[config.mk]
export PLATFORM = sky130hd
export DESIGN_NAME = peribus_bridge
export DESIGN_NICKNAME = d
export VERILOG_FILES = /design/src/rtl/peribus_pkg.sv /design/src/rtl/peribus_bridge.sv
export SDC_FILE = /design/constraint.sdc
export NUM_CORES = 1
export LEC_CHECK = 0
export CORE_UTILIZATION = 39
export CTS_CLUSTER_SIZE = 14
export DETAILED_ROUTE_END_ITERATION = 8
export GPL_TIMING_DRIVEN = 0
export PLACE_DENSITY_LB_ADDON = 0.3
export SYNTH_ARGS = -nofsm -noshare
export SYNTH_HDL_FRONTEND = slang
export SYNTH_SLANG_ARGS = --single-unit
export TNS_END_PERCENT = 30
[constraint.sdc]
create_clock -name clock -period 2.17 [get_ports clock]
set_clock_uncertainty 0.05 [all_clocks]
set_input_delay 0.3255 -clock clock [delete_from_list [all_inputs] [get_ports clock]]
set_output_delay 0.3255 -clock clock [all_outputs]
set_load 0.03 [all_outputs]
[src/rtl/peribus_pkg.sv]
// Shared types, widths and window decode for the CPU-side peripheral bridge.
// Also used by the peripheral bus controller and the CPU address decoder.
package peribus_pkg;

    localparam int PERI_DATA_W = 16;
    localparam int PERI_ADDR_W = 8;

    localparam logic [15:0] PERI_BASE_DEF    = 16'hFF00;
    localparam logic [15:0] PERI_SPAN_DEF    = 16'h0100;
    localparam logic [15:0] MAPPED_LIMIT_DEF = 16'h0010;

    typedef enum logic [2:0] {
        IDLE,
        SETUP,
        ACCESS,
        DONE,
        ERROR
    } peribus_bridge_state_t;

    typedef struct packed {
        logic                   in_window;
        logic                   mapped;
        logic [PERI_ADDR_W-1:0] offset;
    } peri_decode_t;

    // Unsigned wrap-around makes addresses below the base land far outside the window.
    function automatic peri_decode_t peri_decode(
        input logic [15:0] addr,
        input logic [15:0] base  = PERI_BASE_DEF,
        input logic [15:0] span  = PERI_SPAN_DEF,
        input logic [15:0] limit = MAPPED_LIMIT_DEF
    );
        logic [15:0]  diff;
        peri_decode_t d;
        diff        = addr - base;
        d.in_window = (diff < span);
        d.mapped    = (diff < limit);
        d.offset    = diff[PERI_ADDR_W-1:0];
        return d;
    endfunction

endpackage

[src/rtl/peribus_bridge.sv]
// CPU-to-peripheral bus bridge: window decode, setup/access/wait sequencing,
// read-data capture and a one-cycle ready/error completion pulse.
//
// state  | meaning
// IDLE   | waiting for cpu_req
// SETUP  | address/data driven, enables low, wait counter loads
// ACCESS | selected enable high for WAIT_STATES+1 cycles
// DONE   | ready pulse, read data presented
// ERROR  | ready pulse with error, bus untouched
module peribus_bridge
    import peribus_pkg::*;
#(
    parameter logic [15:0] PERI_BASE    = PERI_BASE_DEF,
    parameter logic [15:0] PERI_SPAN    = PERI_SPAN_DEF,
    parameter logic [15:0] MAPPED_LIMIT = MAPPED_LIMIT_DEF,
    parameter int          WAIT_STATES  = 1
) (
    input  logic                   clock,
    input  logic                   reset,
    input  logic                   cpu_req,
    input  logic                   cpu_we,
    input  logic [15:0]            cpu_addr,
    input  logic [PERI_DATA_W-1:0] cpu_wdata,
    output logic [PERI_DATA_W-1:0] cpu_rdata,
    output logic                   cpu_ready,
    output logic                   cpu_error,
    output logic                   cpu_busy,
    output logic [PERI_ADDR_W-1:0] peri_addr,
    output logic [PERI_DATA_W-1:0] peri_write_data,
    output logic                   peri_write_enable,
    output logic                   peri_read_enable,
    input  logic [PERI_DATA_W-1:0] peri_read_data
);

    localparam logic [3:0] WAIT_LOAD = 4'(WAIT_STATES);

    peribus_bridge_state_t state, state_n;
    logic                   we_q, we_n;
    logic [3:0]             wait_cnt, wait_cnt_n;
    logic [PERI_ADDR_W-1:0] addr_n;
    logic [PERI_DATA_W-1:0] wdata_n, rdata_n;
    logic                   ready_n, error_n, busy_n, wen_n, ren_n;
    peri_decode_t           dec;

    always_comb begin
        state_n    = state;
        we_n       = we_q;
        wait_cnt_n = wait_cnt;
        addr_n     = peri_addr;
        wdata_n    = peri_write_data;
        rdata_n    = '0;
        dec        = peri_decode(cpu_addr, PERI_BASE, PERI_SPAN, MAPPED_LIMIT);

        case (state)
            IDLE: begin
                if (cpu_req) begin
                    we_n = cpu_we;
                    if (dec.in_window && dec.mapped) begin
                        state_n = SETUP;
                        addr_n  = dec.offset;
                        wdata_n = cpu_wdata;
                    end else begin
                        state_n = ERROR;
                    end
                end
            end
            SETUP: begin
                wait_cnt_n = WAIT_LOAD;
                state_n    = ACCESS;
            end
            ACCESS: begin
                if (wait_cnt != 4'd0) begin
                    wait_cnt_n = wait_cnt - 4'd1;
                end else begin
                    state_n = DONE;
                    if (!we_q) rdata_n = peri_read_data;
                end
            end
            DONE:    state_n = IDLE;
            ERROR:   state_n = IDLE;
            default: state_n = IDLE;
        endcase

        // Outputs are registered from the next state so they line up with it.
        ready_n = (state_n == DONE) || (state_n == ERROR);
        error_n = (state_n == ERROR);
        busy_n  = (state_n != IDLE);
        wen_n   = (state_n == ACCESS) && we_n;
        ren_n   = (state_n == ACCESS) && !we_n;
    end

    always_ff @(posedge clock) begin
        if (reset) begin
            state             <= IDLE;
            we_q              <= 1'b0;
            wait_cnt          <= 4'd0;
            cpu_rdata         <= '0;
            cpu_ready         <= 1'b0;
            cpu_error         <= 1'b0;
            cpu_busy          <= 1'b0;
            peri_addr         <= '0;
            peri_write_data   <= '0;
            peri_write_enable <= 1'b0;
            peri_read_enable  <= 1'b0;
        end else begin
            state             <= state_n;
            we_q              <= we_n;
            wait_cnt          <= wait_cnt_n;
            cpu_rdata         <= rdata_n;
            cpu_ready         <= ready_n;
            cpu_error         <= error_n;
            cpu_busy          <= busy_n;
            peri_addr         <= addr_n;
            peri_write_data   <= wdata_n;
            peri_write_enable <= wen_n;
            peri_read_enable  <= ren_n;
        end
    end

endmodule

==> summary.md, run 1 <==
| Metric | Value |
|---|---|
| Seq/Total Area, Yosys | 55.1% |
| Area share of the largest cell type after synthesis | 55.1% |
| Distinct cells, synth | 35 |
| Top cells by count, synth | dfxtp_1, nand2_1, and2_1 |
| Worst min path class | flop to flop |
| Fmax | 473 MHz |
| Vias | 1648 |
| Initial antenna violation count | 0 |
| Cell family with most CP delay | simple AND/OR/NAND/NOR gates |
| Die Wd | 72.3 um |
| Clk_lat worst skew | 300 ps |
| Worst Setup End Kind | flop |
| Starting DRT DRC Count | 53 |
| Cells along the critical path | clkdlybuf4s50_1 -> or4b_1 -> or4_4 -> buf_6 -> nand2_2 -> a21oi_2 |
| # DRC | 0 |
| CTS resizes | 1 |
| Clk root buf | clkbuf_8 |
| Die Y | 72.3 um |
| Syn-to-layout area delta | 60.9% |
| Routed len/inst | 11.8 um |
| Syn Inst Count | 196 |
| Crit-path max cell delay | 630 ps |
| Vias in the first global route | 1601 |
| Slew HR | 55.4% |
| Final Max Tran Viols | 0 |
| Fin. Hold Viols | 0 |
| Cell taking the most area after synthesis | dfxtp_1 |
| Gpl congestion | 0.839 |
| Data arrival time of the worst path | 2230 ps |
| Mean Syn Cell Area | 9.83 um^2 |
| Layout cell share with drive strength beyond 1 | 13.7% |
| Setup bufs post-CTS | 0 |
| Crit path required time | 2290 ps |
| Period utilization | 97.5% |
| Number of synthesis warnings | 0 |
| CTS tree | built |
| Most frequent cell after synthesis | dfxtp_1 |
| RSZ-0062 raised after global routing | false |
| Critical path class | input port to flop |
| DP Area | 2970 um^2 |
| Total CTS buffers | 5 |
| Synth Cell Area | 1930 um^2 |
| Crit path launch type | input port |
| Pre-CTS setup slack | -270 ps |
| VDD IR max | 0.000412 V |
| Async SR Flop Fraction | 0% |
| Area of the multi-input gates | 791 um^2 |
| Post-synth EDFFs | 0 |
| Antenna cells | 0 |
| Routed wire length | 4.34 mm |
| Min cycle time layout | 2120 ps |
| Outcome | complete, no violations |
| GR Overflow Total | 0 |
| Mapped Nets | 250 |
| Clk buf depth | 2 |
| Seq cells post-synth | 53 |
| Largest net degree at the start of global routing | 16 |
| Num Clock Sinks | 53 |
| Core area | 4720 um^2 |
| Worst Path Max Fanout | 10 |
| Initial core utilization | 40.8% |
| Max_cap viols | 0 |
| Clk slew on worst S/H paths | 90 ps |
| Slew @ Worst Pin | 669 ps |
| Top cells by area, synth | dfxtp_1, and2_1, nand2_1, a21oi_2, nand2_2 |
| Routed Antenna Nets | 0 |
| Post-detail-place hpwl | 3.28 mm |
| FF+latch area | 1060 um^2 |
| Via density | 4.49 |
| Setup violations, final | 0 |
| Site Rows | 25 |
| Pwr/cell area | 583 nW/um^2 |
| I/O Pins | 97 |
| H-tree depth reported by CTS | 2 |
| Worst setup margin | 54.7 ps |
| First-pass GRT wire length | 7.02 mm |
| Port-buffer cells | 96 |
| Fill cells | 402 |
| Die area | 5230 um^2 |
| Hold-fix buffers, CTS | 0 |
| Final net count | 353 |
| Total Routing Usage GR | 17.6% |
| Fin area | 3100 um^2 |
| Synth Flop Type | dfxtp_1 |
| R2r setup slk | 110 ps |
| P_leak | 1.11 nW |
| Detailed Routing Iterations Pass 1 | 4 |
| Worst Path Buf+Inv | 2 |
| Critical-path top delay cell | or4b_1 |
==> worst register-to-register path: stages (launching register included) <==
cell     delay (ps)
dfxtp_1         320
buf_6           130
or4b_4          530
buf_6           150
or4_4           460
buf_6           180
nand2_2          80
a21oi_2          50
==> cell type report <==
class,instances,share of cell area [%]
Tap cell,67,2.70
Timing Repair Buffer,96,31.0
Multi-Input combinational cell,129,25.5
Sequential cell,53,34.2
Buffer,12,2.58
Clock buffer,7,2.78
Clock inverter,1,0.969
Inverter,2,0.242
==> registers in the layout, summed over array words and instances, names as in the netlist <==
signal             cells
cpu_ready              1
peri_write_enable      1
peri_read_enable       1
peri_write_data       16
state                  3
we_q                   1
cpu_error              1
cpu_busy               1
cpu_rdata             16
peri_addr              8
wait_cnt               4
==> cells in the final DEF, fill, tap and decap left out, types with 4 or more instances in the layout <==
| cell type | instances |
|---|---|
| a21oi_2 | 10 |
| nand2_1 | 33 |
| a21oi_1 | 12 |
| clkbuf_1 | 4 |
| and2_1 | 20 |
| nor2_1 | 6 |
| dfxtp_1 | 53 |
| nor3_1 | 6 |
| clkbuf_8 | 6 |
| clkdlybuf4s50_1 | 96 |
| buf_6 | 4 |
| nand2_2 | 10 |
==> path summary, 6_finish.rpt <==
check                                                       end                       startpoint  cells after the start
worst max register to register  peri_write_data[3]$_SDFFE_PP0P_              state[2]$_SDFF_PP0_                      7
worst max-delay path            peri_write_data[3]$_SDFFE_PP0P_                      cpu_addr[5]                      6
worst min-delay path            peri_write_data[0]$_SDFFE_PP0P_  peri_write_data[0]$_SDFFE_PP0P_                      2
worst min register to register  peri_write_data[0]$_SDFFE_PP0P_  peri_write_data[0]$_SDFFE_PP0P_                      2
==> where the power goes <==
group	leakage (nW)	internal, mW	switching [mW]
clock network	0.0585	0.376	0.307
registers	0.428	0.977	0.00246
logic	0.622	0.0988	0.0445
total	1.11	1.45	0.354
==> routing by layer <==
metal  track usage, %  wire (um)  up-vias
li1                 -          -      860
met2             27.2       1940       71
met5                0          0        -
met1             20.9       1860      708
met4             7.41         87        0
met3             8.33        459        9
==> cell families after synthesis <==
logic type / after synthesis / synth area share [%]
xor+xnor: 3 / 1.36
buf+inv: 14 / 4.48
compound gates: 29 / 10.4
fa+ha+maj: 2 / 1.30
flops: 53 / 55.1
mux: 1 / 0.520
simple gates: 94 / 26.9
==> per-stage QoR <==
stage               hold WS, ps  power, mW  utilization (%)  std cells  TNS, ps
finish                      406       1.81             65.6        367        0
global route                430       1.87             65.6        367        0
CTS                         410       1.83             65.5        367        0
detailed placement          396       1.14             62.9        359    -5490
global placement            387       1.14             62.9        359    -4850
floorplan                   366       1.04                -        196        0
No activity file was read; power rests on OpenSTA's default activity.
==> run 2, diff against run 1 <==
--- a/config.mk
+++ b/config.mk
@@ -10,6 +10,7 @@
 export DETAILED_ROUTE_END_ITERATION = 8
 export GPL_TIMING_DRIVEN = 0
 export PLACE_DENSITY_LB_ADDON = 0.3
+export SKIP_CTS_REPAIR_TIMING = 1
 export SYNTH_ARGS = -nofsm -noshare
 export SYNTH_HDL_FRONTEND = slang
 export SYNTH_SLANG_ARGS = --single-unit
==> constraint.sdc (replaced) <==
create_clock -name clock -period 2.2 [get_ports clock]
set_clock_uncertainty 0.05 [all_clocks]
set_input_delay 0.33 -clock clock [delete_from_list [all_inputs] [get_ports clock]]
set_output_delay 0.33 -clock clock [all_outputs]
set_load 0.03 [all_outputs]
==> run 2 against run 1 <==
  * Sequential share of layout area unchanged
  * Design area is the same
  * Clock power fell by 1%
  * Sequential cell count is the same
  * Wire length shrank 0.32%
  * Register-to-register slack gained 30 ps
  * Count of clock-buffer cells in the layout is the same
  * Critical path depth did not move
  * First-iteration DRC count decreased by 3.8%
==> summary.md, run 2 (synthesis results as in run 1) <==
| Metric | Value |
|---|---|
| # DRC | 0 (unchanged) |
| Max_cap viols | 0 (unchanged) |
| Clk_lat worst skew | 300 ps (about the same) |
| Data arrival time of the worst path | 2230 ps (about the same) |
| Slew @ Worst Pin | 670 ps (+1.04 ps) |
| Routed wire length | 4.32 mm (-0.32%) |
| Layout cell share with drive strength beyond 1 | 13.7% (unchanged) |
| Die Wd | 72.3 um (unchanged) |
| Worst Setup End Kind | flop |
| Crit-path max cell delay | 620 ps (about the same) |
| Antenna cells | 0 (unchanged) |
| Reg-to-Reg End | peri_write_data[3]$_SDFFE_PP0P_ |
| Final Max Tran Viols | 0 (unchanged) |
| Commonest cells after routing, fill and taps aside | clkdlybuf4s50_1, dfxtp_1, nand2_1, and2_1, a21oi_1 |
| Inst Count DP | 359 (unchanged) |
| Reg-to-Reg Start | state[2]$_SDFF_PP0_ |
| Fin cells | 367 (unchanged) |
| Top flop regs | cpu_rdata: 16 flops, peri_write_data: 16 flops, peri_addr: 8 flops |
| Period utilization | 96.2% |
| Largest net degree at the start of global routing | 16 (unchanged) |
| Total CTS buffers | 5 (unchanged) |
| Starting DRT DRC Count | 51 (-3.8%) |
| First-pass GRT wire length | 7.00 mm (-0.30%) |
| Worst Setup EP | peri_write_data[3]$_SDFFE_PP0P_ |
| Core area | 4720 um^2 (unchanged) |
| Grt met2 use | 27.2% (unchanged) |
| Most common cell after layout, fill and taps aside | clkdlybuf4s50_1 |
| Critical-path top delay cell | or4b_1 |
| Initial core utilization | 40.8% (unchanged) |
| Clk buf depth | 2 (unchanged) |
| Routed Antenna Nets | 0 (unchanged) |
| Die Y | 72.3 um (unchanged) |
| Outcome | complete, no violations |
| Clk root buf | clkbuf_8 |
| R2r setup slk | 140 ps (+30 ps) |
| Setup violations, final | 0 (unchanged) |
| Vias | 1643 (-0.30%) |
| Syn-to-layout area delta | 60.9% (unchanged) |
| Min cycle time layout | 2120 ps |
| Clk slew on worst S/H paths | 90 ps (about the same) |
| Port-buffer cells | 96 (unchanged) |
| Cells along the critical path | clkdlybuf4s50_1 -> or4b_1 -> or4_4 -> buf_6 -> nand2_2 -> a21oi_2 |
| Fmax | 472 MHz |
| Crit path required time | 2320 ps (+30 ps) |
| Most Crowded Layer GR | met2 |
| Pwr/cell area | 575 nW/um^2 (-1.4%) |
| PnR Total Power | 1.78 mW (-1.4%) |
| Final net count | 353 (unchanged) |
| Crit path launch | cpu_addr[5] |
| RSZ-0062 raised after global routing | false |
| Detailed Routing Iterations Pass 1 | 4 (unchanged) |
| Via density | 4.48 (-0.30%) |
| Num Clock Sinks | 53 (unchanged) |
| GR Layer Usage met1 | 20.7% (-0.18 points) |
| Worst Path Max Fanout | 10 (unchanged) |
| Worst min path class | flop to flop |
| Site Rows | 25 (unchanged) |
| Routed len/inst | 11.8 um (-0.32%) |
| Slew HR | 55.3% (-0.069 points) |
| VDD IR max | 0.000407 V (-1.4%) |
| Post-detail-place hpwl | 3.28 mm (unchanged) |
| Crit path launch type | input port |
| Gpl congestion | 0.839 (unchanged) |
| I/O Pins | 97 (unchanged) |
| Total Routing Usage GR | 17.5% (-0.059 points) |
| Worst Reg-to-Reg Cells | 7 (unchanged) |
| Grt met3 use | 8.33% (unchanged) |
| Critical path class | input port to flop |
| CTS tree | built |
| Fin. Hold Viols | 0 (unchanged) |
| Vias in the first global route | 1602 (+0.062%) |
| Die area | 5230 um^2 (unchanged) |
| Initial antenna violation count | 0 (unchanged) |
| H-tree depth reported by CTS | 2 (unchanged) |
| P_leak | 1.11 nW (unchanged) |
| GR Overflow Total | 0 (unchanged) |
## run 2: worst min path at each step
| stage | slack, ps | end | depth (start not counted) | startpoint |
|---|---|---|---|---|
| CTS | 410 | peri_write_data[7]$_SDFFE_PP0P_ | 2 | peri_write_data[7]$_SDFFE_PP0P_ |
| global placement | 390 | peri_addr[2]$_SDFFE_PP0P_ | 2 | peri_addr[2]$_SDFFE_PP0P_ |
| floorplan | 370 | cpu_error$_SDFF_PP0_ | 1 | reset |
| global route | 430 | peri_write_data[0]$_SDFFE_PP0P_ | 2 | peri_write_data[0]$_SDFFE_PP0P_ |
| finish | 410 | peri_write_data[0]$_SDFFE_PP0P_ | 2 | peri_write_data[0]$_SDFFE_PP0P_ |
| detailed placement | 400 | peri_addr[6]$_SDFFE_PP0P_ | 1 | peri_addr[6]$_SDFFE_PP0P_ |
## run 2: critical path, delay by kind of cell
family,cells,cell delay (ps)
and+or+nand+nor,3,1260
AOI/OAI and AO/OA,1,50
buffers and inverters,2,590
## run 2: cell type report
cell class | count | area, um^2
Buffer | 12 | 80.1
Clock buffer | 7 | 86.3
Clock inverter | 1 | 30.0
Fill cell | 402 | 1620
Inverter | 2 | 7.51
Multi-Input combinational cell | 129 | 791
Sequential cell | 53 | 1060
Tap cell | 67 | 83.8
Timing Repair Buffer | 96 | 961
## run 2: per-layer routing
layer,part of all wire (%),up-vias
met5,0,-
met4,2.0,0
met3,11,9
met2,44,71
met1,42,702
li1,-,861
## run 2: through the flow
stage / hold WS, ps / util (%) / setup TNS (ps) / worst slack (ps) / instance area (um^2)
after floorplan: 371 / - / 0 / 235 / 1930
after global placement: 387 / 62.9 / -4220 / -222 / 2970
after detailed placement: 396 / 62.9 / -4610 / -244 / 2970
after CTS: 410 / 65.4 / -208 / -35.6 / 3090
after global routing: 430 / 65.6 / 0 / 65.3 / 3100
final: 406 / 65.6 / 0 / 83.5 / 3100
## run 2: where the power goes
| group | switching, mW | internal, mW | total (mW) |
|---|---|---|---|
| sequential | 0.00242 | 0.964 | 0.966 |
| clock | 0.302 | 0.371 | 0.674 |
| combinational | 0.0440 | 0.0975 | 0.141 |
